File: config.mk
export PLATFORM = sky130hd
export DESIGN_NAME = demux1_8_deser
export DESIGN_NICKNAME = d
export VERILOG_FILES = /design/src/rtl/demux1_8_deser.sv
export SDC_FILE = /design/constraint.sdc
export NUM_CORES = 1
export LEC_CHECK = 0
export CAP_MARGIN = 30
export CORE_MARGIN = 10
export CORE_UTILIZATION = 30
export DETAILED_ROUTE_END_ITERATION = 10
export HOLD_SLACK_MARGIN = 0.15
export REMOVE_ABC_BUFFERS = 1
export SYNTH_ARGS = -nofsm -noshare
export SYNTH_HDL_FRONTEND = slang
export SYNTH_SLANG_ARGS = --single-unit
File: constraint.sdc
create_clock -name clk -period 1.53 [get_ports clk]
set_clock_uncertainty 0.2 [all_clocks]
set_input_delay 0.153 -clock clk [delete_from_list [all_inputs] [get_ports clk]]
set_output_delay 0.153 -clock clk [all_outputs]
set_load 0.05 [all_outputs]
File: src/rtl/demux1_8_deser.sv
// demux1_8_deser: serial-to-byte deserializer with a one-entry valid/ready output holding register
module demux1_8_deser #(
  parameter int LSB_FIRST = 1
) (
  input  logic       clk,
  input  logic       rst,
  input  logic       bit_in,
  input  logic       bit_valid,
  input  logic       sof,
  output logic [7:0] q,
  output logic       q_valid,
  input  logic       q_ready,
  output logic [2:0] sel,
  output logic       busy,
  output logic       overrun,
  input  logic       clr_ovr
);
  localparam logic EMPTY = 1'b0;
  localparam logic FULL  = 1'b1;
  logic       state;
  logic [7:0] acc, acc_next;
  logic [2:0] idx, pos;
  logic       done, take;
  always_comb begin
    idx = sof ? 3'd0 : sel;
    pos = (LSB_FIRST != 0) ? idx : 3'd7 - idx;
    acc_next = acc;
    acc_next[pos] = bit_in;
    done = bit_valid && !sof && sel == 3'd7;
    take = state == FULL && q_ready;
  end
  always_ff @(posedge clk) begin
    if (rst) begin
      state   <= EMPTY;
      q       <= 8'h00;
      acc     <= 8'h00;
      sel     <= 3'd0;
      overrun <= 1'b0;
    end else begin
      if (bit_valid) begin
        acc <= acc_next;
        sel <= sof ? 3'd1 : sel + 3'd1;
      end
      if (done && (state == EMPTY || take)) begin
        q     <= acc_next;
        state <= FULL;
      end else if (take) begin
        state <= EMPTY;
      end
      // a drop in the same cycle as a clear leaves overrun set
      overrun <= (done && state == FULL && !take) ? 1'b1 : clr_ovr ? 1'b0 : overrun;
    end
  end
  assign q_valid = state == FULL;
  assign busy    = sel != 3'd0;
endmodule

==> results of run 1 <==
through the flow:
step / instances / power, mW / TNS (ns) / util [%] / worst slack (ns)
final: 208 / 1.15 / -0.466 / 51.2 / -0.0739
after global routing: 208 / 1.19 / -0.899 / 51.2 / -0.111
after CTS: 205 / 1.14 / -0.476 / 49.1 / -0.0858
after detailed placement: 195 / 0.749 / -3.10 / 44.3 / -0.271
after global placement: 195 / 0.746 / -2.16 / 44.3 / -0.211
after floorplan: 111 / 0.638 / -10.82 / - / -0.898
worst max-delay path, stage by stage, from the launching register on:
cell and delay, ns:
sky130_fd_sc_hd__dfxtp_4 0.37, sky130_fd_sc_hd__ha_4 0.16, sky130_fd_sc_hd__ha_4 0.15, sky130_fd_sc_hd__and3b_2 0.23
sky130_fd_sc_hd__and2_4 0.22, sky130_fd_sc_hd__a211oi_2 0.21
flip-flops by register name, summed over array words and instances, names as in the netlist:
signal and flops:
acc 8, overrun 1, q 8, sel 3, q_valid 1
cell usage in the layout, fill, tap and decap left out, drive strengths merged, types with 5 or more instances in the layout:
master,Yosys,final
a311oi,6,6
buf,8,39
dfxtp,21,21
clkdlybuf4s50,0,6
nand2b,5,5
a21oi,19,19
nand4,7,7
cell type report:
| cell class | instances | area (µm²) |
|---|---|---|
| Clock buffer | 3 | 41.3 |
| Tap cell | 48 | 60.1 |
| Clock inverter | 1 | 5.00 |
| Multi-Input combinational cell | 86 | 769 |
| Timing Repair Buffer | 45 | 584 |
| Inverter | 4 | 15.0 |
| Fill cell | 327 | 1810 |
| Sequential cell | 21 | 427 |
final timing paths:
| path | from | end | slack (ns) | cells past startpoint |
|---|---|---|---|---|
| max | sel[1]$_SDFFE_PP0P_ | q[2]$_SDFFE_PP0P_ | -0.07 | 5 |
| min reg2reg | acc[4]$_SDFFE_PP0P_ | acc[4]$_SDFFE_PP0P_ | 0.27 | 2 |
| min | acc[4]$_SDFFE_PP0P_ | acc[4]$_SDFFE_PP0P_ | 0.27 | 2 |
| max reg2reg | sel[1]$_SDFFE_PP0P_ | q[2]$_SDFFE_PP0P_ | -0.07 | 5 |
cells by family (layout without fill, tap and decap cells):
family                   Yosys count  in the layout  synth area share (%)
AO/OA/AOI/OAI                     40             40                  26.5
AND/OR/NAND/NOR                   40             40                  24.7
flip-flops                        21             21                  35.9
buffers and inverters             16             53                  7.06
adder cells (fa/ha/maj)            3              3                  3.21
multiplexers                       3              3                  2.57
power breakdown:
| group | switching, mW | internal [mW] |
|---|---|---|
| sequential | 0.00576 | 0.552 |
| combinational | 0.110 | 0.113 |
| clock | 0.185 | 0.182 |
repair_timing:
item	CTS	global route
gates resized for setup	28	11
buffers inserted	5	2
pin swaps	6	8
cloned	1	1
setup endpoints to repair	11	15
metal layers:
metal / GRT usage (%) / routed length [µm] / share of wire [%] / vias up
met4: 3.57 / 14 / 0.44 / 0
li1: - / - / - / 535
met3: 2.27 / 210 / 6.6 / 4
met5: 0 / 0 / 0 / -
met1: 9.93 / 1370 / 43 / 541
met2: 16.8 / 1600 / 50 / 27
==> results, run 1 <==
- Compared with the post-synthesis result, the final layout area differs by 62.6%.
- The layout net count is around 170.
- The power density relative to cell area is 603 mW/mm².
- The worst pin sits at a relative slew slack of roughly 78%.
- No sink is reached through more buffers than the 2 on the longest clock path.
- The pin count of the biggest net entering global routing is 22.
- The total overflow reported by the global router is 0.
- Dividing the detail-routed wire length by the instance count gives around 15 µm.
- The count of nets left with antenna violations after detail routing is 0.
- The number of buffers added by the clock tree synthesis step is 3.
- The kind of start point of the critical path is a register.
- For this run, the leading register cell type out of synthesis is sky130_fd_sc_hd__dfxtp_1.
- The aggregate routed wire length is between 3000 and 4000 µm.
- Once routing completed, OpenROAD measured the worst setup slack at -0.0739 ns.
- The CTS tree is done.
- In this run the tool buffered the top-level ports with 20 buffer cells.
- The first-pass GRT wire length is between 4000 and 5000 µm.
- The count of boundary I/O pins is 21.
- The count of distinct cell types in the synthesized netlist is 37.
- The total number of H-tree levels is 1.
- The portion of synthesized cell area occupied by the leading cell type is a little over a third.
- By count the netlist is led by sky130_fd_sc_hd__dfxtp_1 (21), sky130_fd_sc_hd__a21oi_1 (19), sky130_fd_sc_hd__nand4_1 (7).
- The starting density of the core is 31.5%.
- The via count normalized by instance count is between 5 and 6.
- The period utilization is 105%.
- Clock latency on the worst-skew pair, taken at its later pin, is roughly 0.26 ns.
- The number of antenna violations at the first check in global routing is 0.
- The number of global-route vias before repair is about 1.1k.
- Based on the critical path, the design can be clocked at up to between 0.6 and 0.7 GHz.
- The total clock sinks is 21.
- The final hold violation count is 0.
- The Yosys warning count is 0.
- The flop and latch count out of synthesis is 21.
- The critical path arrival is approximately 1.6 ns.
- Yosys attributes the largest share of cell area to sky130_fd_sc_hd__dfxtp_1 (36%), sky130_fd_sc_hd__a21oi_1 (8.1%), sky130_fd_sc_hd__a311oi_2 (7.7%).
- After clock tree synthesis, the flow added hold-fix buffers numbering 0.
- Before antenna repair, the detailed router went through 4 iterations.
- The mean instance size in the synthesized netlist is 9.51 µm².
- In this run the standard cell core region covers ~0.0037 mm².
- The number of antenna diodes in the final layout is 0.
- The overall track demand over capacity in global routing is 9.20%.
- The checks that failed: setup timing.
- The clock-pin slew on the worst setup and hold paths is around 0.080 ns.
- The worst setup path is of the reg -> reg kind.
- In this run the cell area of the synthesized design comes to 0.00117 mm².
- For the pin with the worst max-slew slack, the measured transition is roughly 0.33 ns.
- The buffer cell driving the clock tree root is sky130_fd_sc_hd__clkbuf_8.
- The maximum fanout count along the critical path is 8.
- The post-route netlist has roughly 50% of its cells at a drive strength greater than 1.
- Setup repair after global routing could not meet its margin everywhere.
- The classification of the worst-slack hold path is reg -> reg.
- The max-slew violation count is 0.
- The endpoint type of the worst setup path is a register.
- The clock period minus worst slack is 1.60 ns.
- The critical path data required time is ~1.5 ns.
- After routing the design area is 0.00190 mm².
- The number of setup violations in the final report is 8.
- The DRC violation count after routing is 0.
- Once detailed placement completed, the half-perimeter wirelength came to roughly 2200 µm.
- The die is between 80 and 90 µm wide.
- The max capacitance violation total is 0.
- The largest vdd supply drop is ~0.41 mV.
- The number of enable-type register cells in the synthesized netlist is 0.
- In this run the core area contains 22 standard-cell rows.
- Across all hold checks on the routed design, the worst slack comes to 0.273 ns.
- The die height is 82.4 µm.
- After detailed placement, the total cell area comes to between 0.0015 and 0.002 mm².
- The cell count after synthesis is 123.
- The floorplan step defined a die boundary enclosing 0.00680 mm².
- The last weighted congestion value of the routability-driven placer is a little over 0.8.
- Among all cell types in the netlist, the one instantiated most often is sky130_fd_sc_hd__dfxtp_1.
- The routed layout has approximately 1.1k vias.
- Counting flops with an async set or reset pin after synthesis yields a share of 0%.
- Summed over all cells, the static leakage comes to 0.638 nW.
- The cell type contributing the most total cell area after synthesis is sky130_fd_sc_hd__dfxtp_1.
- The flow ran to the end, but the final reports show violations.
- The initial detailed-routing violation count is 38.
- After synthesis, flip-flops and latches occupy a little over a third of the total area.
(Power assumes the default switching activity.)
==> run 2, diff against run 1 <==
--- a/config.mk
+++ b/config.mk
@@ -7,9 +7,10 @@
 export LEC_CHECK = 0
 export CAP_MARGIN = 30
 export CORE_MARGIN = 10
-export CORE_UTILIZATION = 30
+export CORE_UTILIZATION = 45
 export DETAILED_ROUTE_END_ITERATION = 10
 export HOLD_SLACK_MARGIN = 0.15
+export PLACE_DENSITY = 0.7
 export REMOVE_ABC_BUFFERS = 1
 export SYNTH_ARGS = -nofsm -noshare
 export SYNTH_HDL_FRONTEND = slang
==> constraint.sdc (replaced) <==
create_clock -name clk -period 2 [get_ports clk]
set_clock_uncertainty 0.2 [all_clocks]
set_input_delay 0.2 -clock clk [delete_from_list [all_inputs] [get_ports clk]]
set_output_delay 0.2 -clock clk [all_outputs]
set_load 0.05 [all_outputs]
==> results, run 2 (same netlist as run 1, synthesis figures left out) <==
- The proportion of layout cells with a drive suffix above 1 is 22.1% (-28 points).
- The net switching power figure is 206 µW (-31%).
- The register area was 420 µm² (-1.5%).
- The power density relative to cell area is 517 mW/mm² (-14%).
- The max-slew violation count is 0 (unchanged).
- The maximum fanout count along the critical path is 3 (-5).
- The largest vdd supply drop is 0.321 mV (-22%).
- The number of cells on the worst hold path is 2 (unchanged).
- The startpoint identified for the worst register-to-register timing path is sel[0]$_SDFFE_PP0P_.
- The endpoint type of the worst setup path is an output pin.
- The average wire per standard cell is 15.6 µm (+1.6%).
- The kind of start point of the critical path is a register.
- The length in cells of the worst reg-to-reg path came to 5 (unchanged).
- Walking the worst path, the cells encountered are clkdlybuf4s50_1.
- The die height is 71.0 µm (-14%).
- Relative to the synthesized area, the layout overhead comes to 25.6%.
- The critical path arrival is 1.48 ns (-0.11 ns).
- The summed area of non-filler cells in the final layout is 0.00147 mm² (-23%).
- The layout net count was 156 (-8.8%).
- The part of the total power dissipated in the clock network is 27.5% (-4.4 points).
- The CTS tree is done.
- The overall track demand over capacity in global routing came to 10.9% (+1.7 points).
- The pin count of the biggest net entering global routing is 22 (unchanged).
- The critical path class is reg -> out.
- After layout, the worst path uses between 90% and 100% of the clock period.
- The final worst hold slack is 0.278 ns (+0.00508 ns).
- The maximum number of buffers from clock root to sink came to 2 (unchanged).
- The clock-pin slew on the worst setup and hold paths came to 0.12 ns (+0.04 ns).
- The die width was 71.0 µm (-14%).
- The worst slew margin relative to its limit is 66.4% (-11 points).
- The number of buffers added by the clock tree synthesis step was 3 (unchanged).
- The fraction of power spent switching nets is 27.1% (+0.92 points).
- The worst hold path terminates at acc[1]$_SDFFE_PP0P_.
- The count of non-filler cells in the finished layout came to 175 (-16%).
- The critical path data required time came to 1.60 ns (+0.08 ns).
- The number of buffers and inverters on the critical path was 1 (+1).
- The total via count in the routed design is 1013 (-8.5%).
- The run finished with clean final reports.
- The number of diodes added for antenna fixing is 0 (unchanged).
- The total core area is 0.00248 mm² (-33%).
- The combinational fraction of design power came to 16.5% (-2.9 points).
- The share of power burned in registers was 56.0% (+7.4 points).
- The worst reg-to-reg setup slack was 0.27 ns (+0.34 ns).
- The total overflow reported by the global router is 0 (unchanged).
- The endpoint identified for the worst register-to-register timing path is q[0]$_SDFFE_PP0P_.
- The last weighted congestion value of the routability-driven placer was 0.815 (+0.85%).
- The via count normalized by instance count was 5.79 (+8.8%).
- The number of buffers inserted to repair setup after CTS is 0 (-5).
- Setup repair after global routing left no endpoint under its margin.
- The kind of cell with the highest combined delay on the critical path is buffers and inverters.
- The cell at the slowest stage of the critical path is sky130_fd_sc_hd__clkdlybuf4s50_1.
- The count of filler cells inserted in the layout is 242 (-26%).
- The cell area after placement is 0.00144 mm² (-12%).
- The number of global-route vias before repair is 1121 (+3.3%).
- The setup TNS is 0 ns (+0.466 ns).
- The standard-cell row count came to 18 (-18%).
- In the final layout, the registers with the most flip-flops are acc (8), q (8), sel (3).
- The count of nets left with antenna violations after detail routing is 0 (unchanged).
- The total clock sinks is 21 (unchanged).
- The latest clock arrival within the worst-skew pair is 0.30 ns (+0.04 ns).
- The library cell used most frequently in the layout, excluding fill and tap cells, is sky130_fd_sc_hd__dfxtp_1.
- The total number of H-tree levels is 1 (unchanged).
- The multi-input combinational cell area is 667 µm² (-13%).
- The final core utilization is 59.3% (+8.1 points).
- The number of antenna violations at the first check in global routing is 0 (unchanged).
- The worst hold path begins at acc[1]$_SDFFE_PP0P_.
- The number of iterations in the first detailed-routing pass is 4 (unchanged).
- The highest clock rate is roughly 0.53 GHz.
- The cell-internal power is 553 µW (-35%).
- The DRC violation count after routing is 0 (unchanged).
- The final hold violation count was 0 (unchanged).
- The area enclosed by the die boundary was 0.00504 mm² (-26%).
- The starting density of the core came to 47.2% (+16 points).
- The number of setup violations in the final report was 0 (-8).
- The first-pass GRT wire length is 4770 µm (-4.6%).
- The quantity of I/O buffers inserted on ports came to 20 (unchanged).
- For the finished layout, the period the worst path requires is 1.88 ns.
- The total of hold buffers inserted after clock tree synthesis is 0 (unchanged).
- The static leakage is 0.472 nW (-26%).
- The initial detailed-routing violation count is 41 (+7.9%).
- The number of gates resized after CTS is 0 (-100%).
- The transition time at the pin with the least slew margin is 0.503 ns (+0.169 ns).
- The number of cells after detailed placement was 171 (-12%).
- The largest stage delay on the critical path is 0.81 ns (+0.44 ns).
- The count of boundary I/O pins is 21 (unchanged).
- The aggregate routed wire length was 2730 µm (-14%).
- The post-detailed-placement half-perimeter wirelength is 1920 µm (-11%).
- In the layout the commonest cells are sky130_fd_sc_hd__dfxtp_1 (21), sky130_fd_sc_hd__a21oi_1 (19), sky130_fd_sc_hd__clkdlybuf4s50_1 (16).
- The max capacitance violation total is 0 (unchanged).
- The classification of the worst-slack hold path is reg -> reg.
- The buffer cell driving the clock tree root is sky130_fd_sc_hd__clkbuf_4.
[run 2: metrics by stage]
step / power, mW / setup WS, ns
4_1_cts: 0.762 / 0.0953
2_1_floorplan: 0.488 / -0.428
6_report: 0.759 / 0.115
3_3_place_gp: 0.556 / 0.122
3_5_place_dp: 0.559 / 0.0784
5_1_grt: 0.786 / 0.0482
[run 2: power by group through the flow]
stage / registers (mW) / clock network (mW) / logic [mW]
floorplan: 0.450 / 0 / 0.0383
global placement: 0.434 / 0 / 0.122
detailed placement: 0.435 / 0 / 0.124
CTS: 0.425 / 0.212 / 0.125
global route: 0.426 / 0.227 / 0.133
finish: 0.425 / 0.209 / 0.125
[run 2: routing by layer]
metal | GRT usage, % | wire length (µm) | up-vias
met3 | 2.79 | 150 | 2
met1 | 12.6 | 1260 | 479
met5 | 0 | 0 | -
li1 | - | - | 504
met2 | 18.5 | 1310 | 28
met4 | 4.95 | 13 | 0
[run 2: layout make-up]
type / count / share of cell area (%)
clock buffers: 4 / 1.79
inverters: 4 / 1.02
multi-input cells: 86 / 45.4
flip-flops and latches: 21 / 28.6
well taps: 30 / 2.56
repair buffers: 30 / 20.6
[run 2: worst max-delay path by stage]
stage / end / from / cells after the start
floorplan: q[0]$_SDFFE_PP0P_ / sel[0]$_SDFFE_PP0P_ / 5
global placement: q[3]$_SDFFE_PP0P_ / sof / 5
detailed placement: q[0]$_SDFFE_PP0P_ / sof / 4
CTS: q_valid / q_valid$_SDFFE_PP0P_ / 1
global route: q_valid / q_valid$_SDFFE_PP0P_ / 1
finish: q_valid / q_valid$_SDFFE_PP0P_ / 1
[run 2: worst reg2reg max path, delay by kind of cell (launching register included)]
kind	cells	cell delay [ns]
simple gates	2	0.61
compound gates	1	0.16
flops	1	0.35
fa+ha+maj	2	0.28
==> run 3, diff against run 2 <==
--- a/config.mk
+++ b/config.mk
@@ -9,8 +9,8 @@
 export CORE_MARGIN = 10
 export CORE_UTILIZATION = 45
 export DETAILED_ROUTE_END_ITERATION = 10
+export DONT_BUFFER_PORTS = 1
 export HOLD_SLACK_MARGIN = 0.15
-export PLACE_DENSITY = 0.7
 export REMOVE_ABC_BUFFERS = 1
 export SYNTH_ARGS = -nofsm -noshare
 export SYNTH_HDL_FRONTEND = slang
==> results, run 3 (same netlist as run 1, synthesis figures left out) <==
- The flow ran to the end, and the final reports show no timing, DRC or antenna violations.
- The transition time at the pin with the least slew margin is 0.943 ns (+0.441 ns).
- The clock period minus worst slack is 1.90 ns (+0.0135 ns).
- The clock-pin slew on the worst setup and hold paths is 0.12 ns (about the same).
- The final hold violation count came to 0 (unchanged).
- By startpoint and endpoint, the worst setup path is classified as in -> reg.
- The die width came to 71.0 µm (unchanged).
- The worst slack at placement is 0.342 ns (+0.263 ns).
- The cell at the slowest stage of the critical path is sky130_fd_sc_hd__dlygate4sd3_1.
- The largest stage delay on the critical path is 0.95 ns (+0.14 ns).
- The worst slew margin relative to its limit is 36.9% (-29 points).
- The last weighted congestion value of the routability-driven placer was 0.765 (-6.1%).
- The starting density of the core is 47.2% (unchanged).
- The die height came to 71.0 µm (unchanged).
- The static leakage is 0.454 nW (-3.9%).
- The final core utilization is 55.5% (-3.8 points).
- The period utilization came to 94.9% (+0.68 points).
- The number of buffers added by the clock tree synthesis step was 3 (unchanged).
- The register area was 422 µm² (+0.30%).
- The number of setup violations in the final report is 0 (unchanged).
- The total via count in the routed design is 992 (-2.1%).
- Walking the worst path, the cells encountered are dlygate4sd3_1 > and3b_1 > and2_1 > a311oi_2.
- The growth of design area from synthesis to finish is 17.5%.
- The count of boundary I/O pins is 21 (unchanged).
- Setup repair after global routing left no endpoint under its margin.
- The pin count of the biggest net entering global routing was 22 (unchanged).
- The power density relative to cell area is 539 mW/mm² (+4.4%).
- The latest clock arrival within the worst-skew pair is 0.30 ns (about the same).
- The total overflow reported by the global router came to 0 (unchanged).
- The number of iterations in the first detailed-routing pass is 4 (unchanged).
- The length in cells of the worst reg-to-reg path came to 5 (unchanged).
- The total core area is 0.00248 mm² (unchanged).
- The aggregate routed wire length is 2700 µm (-1.1%).
- The count of nets left with antenna violations after detail routing came to 0 (unchanged).
- The library cell used most frequently in the layout, excluding fill and tap cells, is sky130_fd_sc_hd__dfxtp_1.
- In this run the worst hold path is classified as in -> reg.
- The final worst hold slack was 0.277 ns (-0.000971 ns).
- The layout net count is 148 (-5.1%).
- The max-slew violation count is 0 (unchanged).
- The maximum number of buffers from clock root to sink is 2 (unchanged).
- The standard-cell row count is 18 (unchanged).
- The via count normalized by instance count is 5.94 (+2.6%).
- The number of diodes added for antenna fixing is 0 (unchanged).
- The first-pass GRT wire length is 4470 µm (-6.2%).
- The post-detailed-placement half-perimeter wirelength is 1840 µm (-4.1%).
- The total number of H-tree levels was 1 (unchanged).
- The critical path arrival is 1.92 ns (+0.44 ns).
- The multi-input combinational cell area is 667 µm² (unchanged).
- The worst setup path is launched from a primary input.
- The max capacitance violation total is 0 (unchanged).
- The overall track demand over capacity in global routing is 10.7% (-0.26 points).
- The number of global-route vias before repair is 898 (-20%).
- The DRC violation count after routing is 0 (unchanged).
- The area enclosed by the die boundary is 0.00504 mm² (unchanged).
- The average wire per standard cell was 16.2 µm (+3.7%).
- The highest clock rate is 0.527 GHz (-0.71%).
- TritonCTS built the clock tree.
- The number of cells on the worst hold path is 3 (+1).
- The total clock sinks is 21 (unchanged).
- The proportion of layout cells with a drive suffix above 1 is 25.5% (+3.5 points).
- The library cells used most frequently in the layout, excluding fill and tap cells, are sky130_fd_sc_hd__dfxtp_1 (20), sky130_fd_sc_hd__a21oi_1 (19), sky130_fd_sc_hd__buf_4 (11).
- In the final layout, the registers with the most flip-flops are acc (8), q (8), sel (3).
- The endpoint type of the worst setup path is a register.
- The count of filler cells inserted in the layout is 232 (-4.1%).
- The number of antenna violations at the first check in global routing was 0 (unchanged).
- The initial detailed-routing violation count is 35 (-15%).
- The buffer cell driving the clock tree root is sky130_fd_sc_hd__clkbuf_4.
- The maximum fanout count along the critical path is 16 (+13).
- The quantity of I/O buffers inserted on ports is 0 (-100%).
- The critical path data required time is 2.02 ns (+0.42 ns).
- The setup slack of the critical path after layout was 0.102 ns (-0.0135 ns).
- The largest vdd supply drop came to 0.414 mV (+29%).
- The total power is 742 µW (-2.3%).
## run 3: cell count changes in the layout (fill, tap and decap cells not counted)
cell                              delta
sky130_fd_sc_hd__clkinv_2            +1
sky130_fd_sc_hd__clkdlybuf4s50_1    -16
sky130_fd_sc_hd__dfxtp_2             +1
sky130_fd_sc_hd__dlygate4sd3_1       +7
sky130_fd_sc_hd__dfxtp_1             -1
sky130_fd_sc_hd__buf_6               +3
sky130_fd_sc_hd__buf_12              -2
sky130_fd_sc_hd__clkbuf_1            -1
## run 3: layout make-up
cell class	count	share of cell area (%)
Clock inverter	1	0.364
Tap cell	30	2.73
Timing Repair Buffer	22	15.0
Multi-Input combinational cell	86	48.5
Sequential cell	21	30.7
Inverter	4	1.09
Clock buffer	3	1.64
## run 3: power breakdown
| group | leakage, nW | internal, mW | switching [mW] |
|---|---|---|---|
| logic | 0.266 | 0.0412 | 0.0689 |
| clock network | 0.0177 | 0.0746 | 0.131 |
| registers | 0.170 | 0.423 | 0.00281 |
| total | 0.454 | 0.539 | 0.203 |
## run 3: routing by layer
metal	vias up	part of all wire [%]	global-route usage (%)
met5	-	0	0
li1	489	-	-
met3	4	8.8	4.46
met1	464	46	13.3
met2	35	44	15.7
met4	0	1.7	4.52
## run 3: what timing repair did
item,CTS,global route
setup buffers,0,0
hold buffers,7,0
endpoints found under the setup margin,1,1
hold endpoints to repair,21,0
gates resized for setup,1,3
## run 3: path summary, 6_finish.rpt
path                  startpoint             endpoint  slack (ns)
max                          sof    q[7]$_SDFFE_PP0P_        0.10
min                          sof    q[3]$_SDFFE_PP0P_        0.28
max reg2reg  sel[0]$_SDFFE_PP0P_    q[7]$_SDFFE_PP0P_        0.32
min reg2reg  acc[6]$_SDFFE_PP0P_  acc[6]$_SDFFE_PP0P_        0.28
## run 3: through the flow
step / area [µm²] / std cells / TNS (ns)
CTS: 1370 / 167 / 0
floorplan: 1100 / 111 / -3.38
finish: 1380 / 167 / 0
detailed placement: 1260 / 156 / 0
global route: 1380 / 167 / 0
global placement: 1260 / 156 / 0
## run 3: worst max-delay path, delay by kind of cell
kind / cells / cell delay, ns
AO/OA/AOI/OAI: 1 / 0.24
buffers and inverters: 1 / 0.95
AND/OR/NAND/NOR: 2 / 0.53
